`config.mk`:
```
export PLATFORM = sky130hd
export DESIGN_NAME = ov7670_fifo_reader
export DESIGN_NICKNAME = d
export VERILOG_FILES = /design/src/rtl/ov7670_fifo_pkg.sv /design/src/rtl/ov7670_vsync_edge.sv /design/src/rtl/ov7670_fifo_reader.sv
export SDC_FILE = /design/constraint.sdc
export NUM_CORES = 1
export LEC_CHECK = 0
export BUFFER_PORTS_ARGS = -buffer_cell sky130_fd_sc_hd__buf_2
export CORE_MARGIN = 3
export CORE_UTILIZATION = 51
export DETAILED_ROUTE_END_ITERATION = 12
export PLACE_DENSITY = 0.87
export SLEW_MARGIN = 20
export SYNTH_ARGS = -nofsm -noshare
export SYNTH_HDL_FRONTEND = slang
export SYNTH_SLANG_ARGS = --single-unit
```
`constraint.sdc`:
```
create_clock -name clk -period 1.9 [get_ports clk]
set_clock_uncertainty 0.05 [all_clocks]
set_input_delay 0.475 -clock clk [delete_from_list [all_inputs] [get_ports clk]]
set_output_delay 0.475 -clock clk [all_outputs]
set_load 0.05 [all_outputs]
```
`src/rtl/ov7670_fifo_pkg.sv`:
```
// Shared types and default dimensions for the OV7670 + AL422 frame capture/read-out engine.
package ov7670_fifo_pkg;

  typedef enum logic [2:0] {
    IDLE,
    ARM,
    WRST,
    WRITE,
    RRST,
    READ,
    DONE
  } fifo_rd_state_t;

  localparam int DEF_H_PIXELS    = 640;
  localparam int DEF_V_LINES     = 480;
  localparam int DEF_RCLK_HALF   = 2;
  localparam int DEF_WRST_CYCLES = 4;

  // Counter width for values 0..limit-1, never narrower than one bit.
  function automatic int clog2_min1(input int limit);
    return (limit <= 2) ? 1 : $clog2(limit);
  endfunction

endpackage

```
`src/rtl/ov7670_vsync_edge.sv`:
```
// Two-flop synchronizer for the asynchronous camera VSYNC plus a registered rising-edge pulse.
module ov7670_vsync_edge (
  input  logic clk,
  input  logic reset,
  input  logic async_in,
  output logic rise
);

  logic sync_q0;
  logic sync_q1;
  logic sync_q2;

  // Pin to rise pulse is three clk edges: two sync flops, then the registered edge compare.
  always_ff @(posedge clk) begin
    if (reset) begin
      sync_q0 <= 1'b0;
      sync_q1 <= 1'b0;
      sync_q2 <= 1'b0;
      rise    <= 1'b0;
    end else begin
      sync_q0 <= async_in;
      sync_q1 <= sync_q0;
      sync_q2 <= sync_q1;
      rise    <= sync_q1 & ~sync_q2;
    end
  end

endmodule

```
`src/rtl/ov7670_fifo_reader.sv`:
```
// Captures one camera frame into the AL422 FIFO between two VSYNC edges, then reads it back
// and streams RGB565 pixels downstream.
module ov7670_fifo_reader
  import ov7670_fifo_pkg::*;
#(
  parameter int H_PIXELS    = DEF_H_PIXELS,
  parameter int V_LINES     = DEF_V_LINES,
  parameter int RCLK_HALF   = DEF_RCLK_HALF,
  parameter int WRST_CYCLES = DEF_WRST_CYCLES
) (
  input  logic           clk,
  input  logic           reset,
  input  logic           start,
  input  logic           cam_vsync,
  input  logic [7:0]     cam_data,
  output logic           cam_we,
  output logic           cam_wrst_n,
  output logic           cam_rrst_n,
  output logic           cam_rclk,
  output logic           cam_oe_n,
  output logic [15:0]    pix_data,
  output logic           pix_valid,
  input  logic           pix_ready,
  output logic           pix_sof,
  output logic           pix_eol,
  output logic           busy,
  output logic           frame_done,
  output fifo_rd_state_t dbg_state
);

  localparam int CW = clog2_min1(H_PIXELS);
  localparam int RW = clog2_min1(V_LINES);
  localparam int HW = clog2_min1(RCLK_HALF);
  localparam int WW = clog2_min1(WRST_CYCLES);

  fifo_rd_state_t state;
  logic           vs_rise;
  logic [WW-1:0]  wcnt;
  logic [HW-1:0]  hcnt;
  logic           rst_period;
  logic           byte_odd;
  logic [7:0]     hi_byte;
  logic [CW-1:0]  col;
  logic [RW-1:0]  row;

  logic handshake;
  logic last_pix;
  logic half_end;
  logic rclk_run;
  logic sample;

  ov7670_vsync_edge u_vsync_edge (
    .clk      (clk),
    .reset    (reset),
    .async_in (cam_vsync),
    .rise     (vs_rise)
  );

  // Stream: a pixel transfers on any clk edge where pix_valid & pix_ready; pix_valid is
  // registered and, once high, pix_data/pix_sof/pix_eol hold until that transfer happens.
  assign handshake = pix_valid & pix_ready;
  assign last_pix  = (col == CW'(H_PIXELS - 1)) && (row == RW'(V_LINES - 1));
  assign half_end  = (hcnt == HW'(RCLK_HALF - 1));
  // The read clock freezes in its low phase while a pixel waits; it also stops once the
  // final pixel is pending so no byte beyond the frame is clocked out.
  assign rclk_run  = !pix_valid || (pix_ready && !last_pix);
  assign sample    = (state == READ) && rclk_run && cam_rclk && half_end;
  assign dbg_state = state;

  always_ff @(posedge clk) begin
    if (reset) begin
      state      <= IDLE;
      cam_we     <= 1'b0;
      cam_wrst_n <= 1'b1;
      cam_rrst_n <= 1'b1;
      cam_rclk   <= 1'b0;
      cam_oe_n   <= 1'b1;
      pix_valid  <= 1'b0;
      pix_data   <= '0;
      pix_sof    <= 1'b0;
      pix_eol    <= 1'b0;
      busy       <= 1'b0;
      frame_done <= 1'b0;
      wcnt       <= '0;
      hcnt       <= '0;
      rst_period <= 1'b0;
      byte_odd   <= 1'b0;
      hi_byte    <= '0;
      col        <= '0;
      row        <= '0;
    end else begin
      frame_done <= 1'b0;
      case (state)
        IDLE: begin
          if (start) begin
            state <= ARM;
            busy  <= 1'b1;
          end
        end
        ARM: begin
          if (vs_rise) begin
            state      <= WRST;
            cam_wrst_n <= 1'b0;
            wcnt       <= '0;
          end
        end
        WRST: begin
          if (wcnt == WW'(WRST_CYCLES - 1)) begin
            cam_wrst_n <= 1'b1;
            cam_we     <= 1'b1;
            state      <= WRITE;
          end else begin
            wcnt <= wcnt + WW'(1);
          end
        end
        WRITE: begin
          if (vs_rise) begin
            cam_we     <= 1'b0;
            cam_oe_n   <= 1'b0;
            cam_rrst_n <= 1'b0;
            cam_rclk   <= 1'b0;
            hcnt       <= '0;
            rst_period <= 1'b0;
            state      <= RRST;
          end
        end
        // Two full read-clock periods with the read pointer held in reset; release lands
        // on a falling edge so the next rising edge presents byte 0.
        RRST: begin
          if (half_end) begin
            hcnt     <= '0;
            cam_rclk <= ~cam_rclk;
            if (cam_rclk) begin
              rst_period <= 1'b1;
              if (rst_period) begin
                cam_rrst_n <= 1'b1;
                byte_odd   <= 1'b0;
                col        <= '0;
                row        <= '0;
                state      <= READ;
              end
            end
          end else begin
            hcnt <= hcnt + HW'(1);
          end
        end
        READ: begin
          if (rclk_run) begin
            if (half_end) begin
              hcnt     <= '0;
              cam_rclk <= ~cam_rclk;
            end else begin
              hcnt <= hcnt + HW'(1);
            end
          end
          if (sample) begin
            byte_odd <= ~byte_odd;
            if (byte_odd) begin
              pix_data  <= {hi_byte, cam_data};
              pix_valid <= 1'b1;
              pix_sof   <= (row == '0) && (col == '0);
              pix_eol   <= (col == CW'(H_PIXELS - 1));
            end else begin
              hi_byte <= cam_data;
            end
          end else if (handshake) begin
            pix_valid <= 1'b0;
            pix_sof   <= 1'b0;
            pix_eol   <= 1'b0;
          end
          if (handshake) begin
            if (col == CW'(H_PIXELS - 1)) begin
              col <= '0;
              row <= row + RW'(1);
            end else begin
              col <= col + CW'(1);
            end
            if (last_pix) begin
              state      <= DONE;
              frame_done <= 1'b1;
              cam_oe_n   <= 1'b1;
              cam_rclk   <= 1'b0;
              hcnt       <= '0;
            end
          end
        end
        DONE: begin
          busy  <= 1'b0;
          state <= IDLE;
        end
        default: state <= IDLE;
      endcase
    end
  end

endmodule

```
======== Word level (Yosys, flattened, before mapping) ========
Index checks and enable logic that the tools add are counted.
word-level totals
  bits in registers ....................... 65
  word-level logic and storage cells ...... 156
  output and inout port bits .............. 29
  input port bits ......................... 13
operators by class
  bitwise gates (word level) .............. 7
  $add $sub $neg .......................... 4
  equality and inequality tests ........... 22
  muxes and demuxes ....................... 64
  reductions and logical operators ........ 36
operator list
  cell                                                              number
  10-bit two-way mux                                                5
  9-bit two-way mux                                                 5
  1-bit two-way mux                                                 30
  3-bit two-way mux                                                 9
  2-bit != test (second input constant)                             11
  10-bit case mux with 2 select lines                               1
  3-bit case mux with 6 select lines                                1
  9-bit case mux with 2 select lines                                1
  3-bit AND reduction                                               6
  5-bit AND reduction                                               3
  1-bit case mux with 2 select lines                                7
  2-bit nonzero test                                                7
  10-bit by 1-bit adder with 10-bit output (second input constant)  1
  10-bit == test (second input constant)                            1
  10-bit zero test                                                  1
  9-bit by 1-bit adder with 9-bit output (second input constant)    1
  3-bit == test (second input constant)                             3
  9-bit == test (second input constant)                             1
  9-bit zero test                                                   1
  9-bit AND reduction                                               1
  4-bit AND reduction                                               2
  3-bit by 2-bit == test with 1-bit output (second input constant)  2
  1-bit logical AND                                                 6
  1-bit case mux with 3 select lines                                2
  16 further kinds                                                  25

======== Logic depth before layout (Yosys ltp) ========
  depth after elaboration ................. 10
  depth in mapped cells ................... 9
  gate-level depth less buffers ........... 6

======== Modules after synthesis ========
Synthesis repeated with hierarchy kept, for this count alone.
unflattened totals
  cell total of the unflattened synthesis .. 323
  area total of the unflattened synthesis .. 2901.5 um^2
modules (own cells, without submodules)
  module              cells each  times used  area an instance (um^2)  seq. area each (um^2)
  ov7670_fifo_reader  315         1           2790.2                   1221.2
  ov7670_vsync_edge   8           1           111.4                    80.1

======== Worst setup path after synthesis ========
No wires, ideal clock.
  path kind ............................... reg2reg
  start ................................... reg cam_rclk
  end ..................................... reg pix_data[0]
  period minus slack after synthesis ...... 2426 ps
  arrival ................................. 2249 ps
  path slack .............................. -526 ps
  path buffers ............................ 3
  required time ........................... 1722 ps
  stages on the path, launching flop included .. 9
  path through ............................ dfxtp_1 -> buf_2 -> nand2_2 -> or4_4 -> a211o_1 -> buf_6 -> buf_6 -> mux2i_1 -> nor2_1
between the ends
  longest elaborated chain between the ends .. 3
RTL lines
  item                            line                       RTL
  from (decl)                     ov7670_fifo_reader.sv:19   output logic cam_rclk,
  from (signal assigned)          ov7670_fifo_reader.sv:132  cam_rclk <= ~cam_rclk;
  from (signal assigned)          ov7670_fifo_reader.sv:151  cam_rclk <= ~cam_rclk;
  1-bit logical AND (2 in a row)  ov7670_fifo_reader.sv:67   assign sample = (state == READ) && rclk_run && cam_rclk && half_end;
  3-bit AND reduction (no line)   -
  to (signal assigned)            ov7670_fifo_reader.sv:159  pix_data <= {hi_byte, cam_data};
  to (decl)                       ov7670_fifo_reader.sv:21   output logic [15:0] pix_data,
No other way between the ends.
A chain may end at the register's enable or synchronous reset.

======== Worst setup path in the final report ========
  start ................................... reg pix_valid
  end ..................................... reg pix_data[1]
between the ends
  longest elaborated chain between the ends .. 6
RTL lines
  item                            line                       RTL
  from (decl)                     ov7670_fifo_reader.sv:22   output logic pix_valid,
  from (signal assigned)          ov7670_fifo_reader.sv:78   pix_valid <= 1'b0;
  from (signal assigned)          ov7670_fifo_reader.sv:160  pix_valid <= 1'b1;
  from (signal assigned)          ov7670_fifo_reader.sv:167  pix_valid <= 1'b0;
  1-bit zero test                 ov7670_fifo_reader.sv:66   assign rclk_run = !pix_valid || (pix_ready && !last_pix);
  1-bit logical OR                ov7670_fifo_reader.sv:66
  1-bit logical AND (3 in a row)  ov7670_fifo_reader.sv:67
  3-bit AND reduction (no line)   -
No other way between the ends.

==> flow_summary.ini <==
[critical_path]
rr_endpoint = pix_data[1]
reg2regPathDepth = 6
crit_fanout = 9
r2r-start = pix_valid
critPathKind = flip-flop to flip-flop
regToRegSetupSlack_ps = -10
cp_data_required_time_ps = 2090
cp-start-kind = flip-flop
end_kind = flip-flop
cp.arrival_ps = 2100

[clock_network]
cts_hold_buf = 0
root_buffer = clkbuf_8
numCtsBuffers = 9
htreeDepth = 3
cts_tree = done
clock_sinks = 65
clk_latency_ps = 360
cts_buffer_depth = 2
clk_pin_slew_ps = 80

[drt]
wl_met3_um = 542
via_per_inst = 5.76
drtAntennaViolNets = 0
wl_met2_um = 3960
dr.pass1.iters = 4
drtIter0Drc = 216
wl_per_cell_um = 16.7
met1_length_um = 3270
wirelength_um = 8020
topRoutingLayerUsed = met4
drcViolationCount = 0
num_vias = 2757

[sta]
fin_ws_ps = -11.4
finalSetupTns_ps = -11.4
fin_crit_ps = 1910
slew_headroom = 0.743
worst_slew_pin_slew_ps = 382
hold_viol = 0
rsz0062_at_grt = true
min_period_over_period = 1.01
setup_viol = 1
final-max-slew-violation-count = 0
fmax_mhz = 523

[yosys]
synth_top_area_share = 0.444
yosys_warnings = 0
async_reset_ff_frac = 0
yosysSeqAreaShare = 0.444
synth_edf_count = 0
synth.cell_area_um2 = 2930
ys_ff_latch = 65
avgSynthCellArea_um2 = 9.02
synth_cells = 325
synth_top_cells_by_area = dfxtp_1 44%, mux2i_1 8.5%, nor2_1 6.9%, a21oi_1 3.1%, nand4_1 3.0%
synth_cell_type_count = 53
synth_top_cell_by_area = dfxtp_1
syn_nets = 343
synth_flop_cell = dfxtp_1

[layout]
syn_to_final_growth_pct = 33.7
diodes = 0
drive_above_1_share = 0.333
fin_nets = 422
final_area_um2 = 3920
num-fill-cells = 382

[floorplanning]
die_area_um2 = 6690
pin_count = 42
die_x_um = 81.8
initial_core_util = 0.549
row_count = 26
die_h_um = 81.8
core_area_um2 = 5340

[min_path]
hold_depth = 2
worstHoldStart = cam_vsync
min_to = u_vsync_edge.sync_q0
hold_class = input port to flip-flop

[power_and_ir_drop]
p_leak_nw = 1.65
total_power_w = 0.00270
irDropWorstVdd_uv = 671
cellPowerDensity_nw_per_um2 = 689

[global_routing]
grt_pass1_vias = 2652
grt_pass1_wl_um = 12200
grt_max_degree = 30
overflow = 0
antenna_found_initial = 0
grt.total_usage = 0.238

[placed_design]
dpl.hpwl_um = 5030
place_area_um2 = 3490
io_buffers = 41
routabilityCongestion = 0.931

[flow_run]
drv_cap = 0

[run_status]
status = finished, violations left
failed_checks = setup timing
-- layout by cell type (no fill, tap or decap), types with 4 or more instances in the layout --
cell type	n
xor2_1	7
nand4_1	14
dfxtp_1	57
nand2b_1	4
xnor2_1	9
nand3_1	8
nand2_1	14
a21oi_1	17
buf_2	41
clkbuf_8	9
nor4_1	5
buf_4	38
buf_6	4
mux2i_1	21
ha_1	4
nor2_1	54
o21ai_0	8
dfxtp_2	5
inv_1	10
nor2b_1	5
-- what timing repair did --
action,4_1_cts,5_1_grt
buffers inserted,3,1
cloned,0,2
gates resized for setup,6,28
setup endpoints to repair,46,44
pin swaps,2,8
-- power by group --
group	leakage [nW]	internal, W	switching, W
combinational	1.02	0.0000458	0.0000803
sequential	0.529	0.00137	0.00000578
clock	0.100	0.000616	0.000585
-- cell type report --
type / count / area, um2 / area share
Tap cell: 70 / 87.6 / 0.0223
Multi-Input combinational cell: 230 / 1650 / 0.421
Inverter: 11 / 41.3 / 0.0105
Sequential cell: 65 / 1320 / 0.337
Timing Repair Buffer: 87 / 621 / 0.158
Clock buffer: 9 / 124 / 0.0316
Clock inverter: 7 / 77.6 / 0.0198
-- Yosys cell counts (2+ instances only) --
master and count:
o21ai_0 8, xnor2_1 9, buf_2 3, and4_1 2, xor2_1 7, inv_1 10
dfxtp_1 65, a211oi_1 2, a21oi_1 18, nand2b_1 4, nor2b_1 7, a32o_1 2
o21a_1 2, or4_1 2, o32ai_1 2, nor2_1 54, a31oi_1 2, clkbuf_1 14
o41ai_1 2, and3_1 4, a2111oi_0 4, nor3_1 3, o31ai_1 2, buf_6 2
nand4_1 14, ha_1 5, nand2_1 15, nor4_1 5, nand3_1 8, mux2i_1 25
-- flip-flops by register name, indices dropped and copies added, names as in the netlist, 2 cells and up --
register / cells
col: 10
dbg_state: 3
hi_byte: 8
pix_data: 16
row: 9
wcnt: 2
-- logic make-up (layout without fill, tap and decap cells) --
group / Yosys count / count (layout) / synth area share
and+or+nand+nor: 128 / 128 / 0.221
DFF: 65 / 65 / 0.444
AOI/OAI and AO/OA: 56 / 56 / 0.136
buffers and inverters: 30 / 114 / 0.0448
muxes: 25 / 25 / 0.0854
xor gates and xnor gates: 16 / 16 / 0.0478
adders and majority gates: 5 / 5 / 0.0213
-- critical path, stage by stage, from the launching register on --
cell and delay, ps:
dfxtp_4 350, nor2b_4 120, or4_4 540, a211o_4 330, buf_12 160, mux2i_1 170, nor2_1 70
-- layer usage --
metal / vias up / GRT usage
met3: 22 / 0.0724
li1: 1315 / -
met2: 108 / 0.384
met4: 0 / 0.120
met5: - / 0
met1: 1312 / 0.287
-- worst max-delay path by stage --
stage / startpoint / end / slack [ps] / depth (start not counted)
final: pix_valid / pix_data[1] / -10 / 6
after detailed placement: pix_ready / pix_data[13] / -150 / 7
after floorplan: pix_valid / pix_data[0] / -170 / 8
after global placement: pix_ready / pix_data[4] / -100 / 7
after CTS: col[0] / col[3] / -2 / 9
after global routing: pix_valid / pix_data[1] / -70 / 6
-- through the flow --
step | std cells | hold slack [ps] | utilization | setup WS [ps]
final | 479 | 278 | 0.735 | -11.4
after global routing | 479 | 280 | 0.735 | -72.0
after CTS | 476 | 269 | 0.700 | -1.95
after detailed placement | 457 | 325 | 0.654 | -147
after global placement | 457 | 324 | 0.654 | -101
after floorplan | 325 | 317 | - | -167
Note: power is estimated with default switching activity, not from simulation.
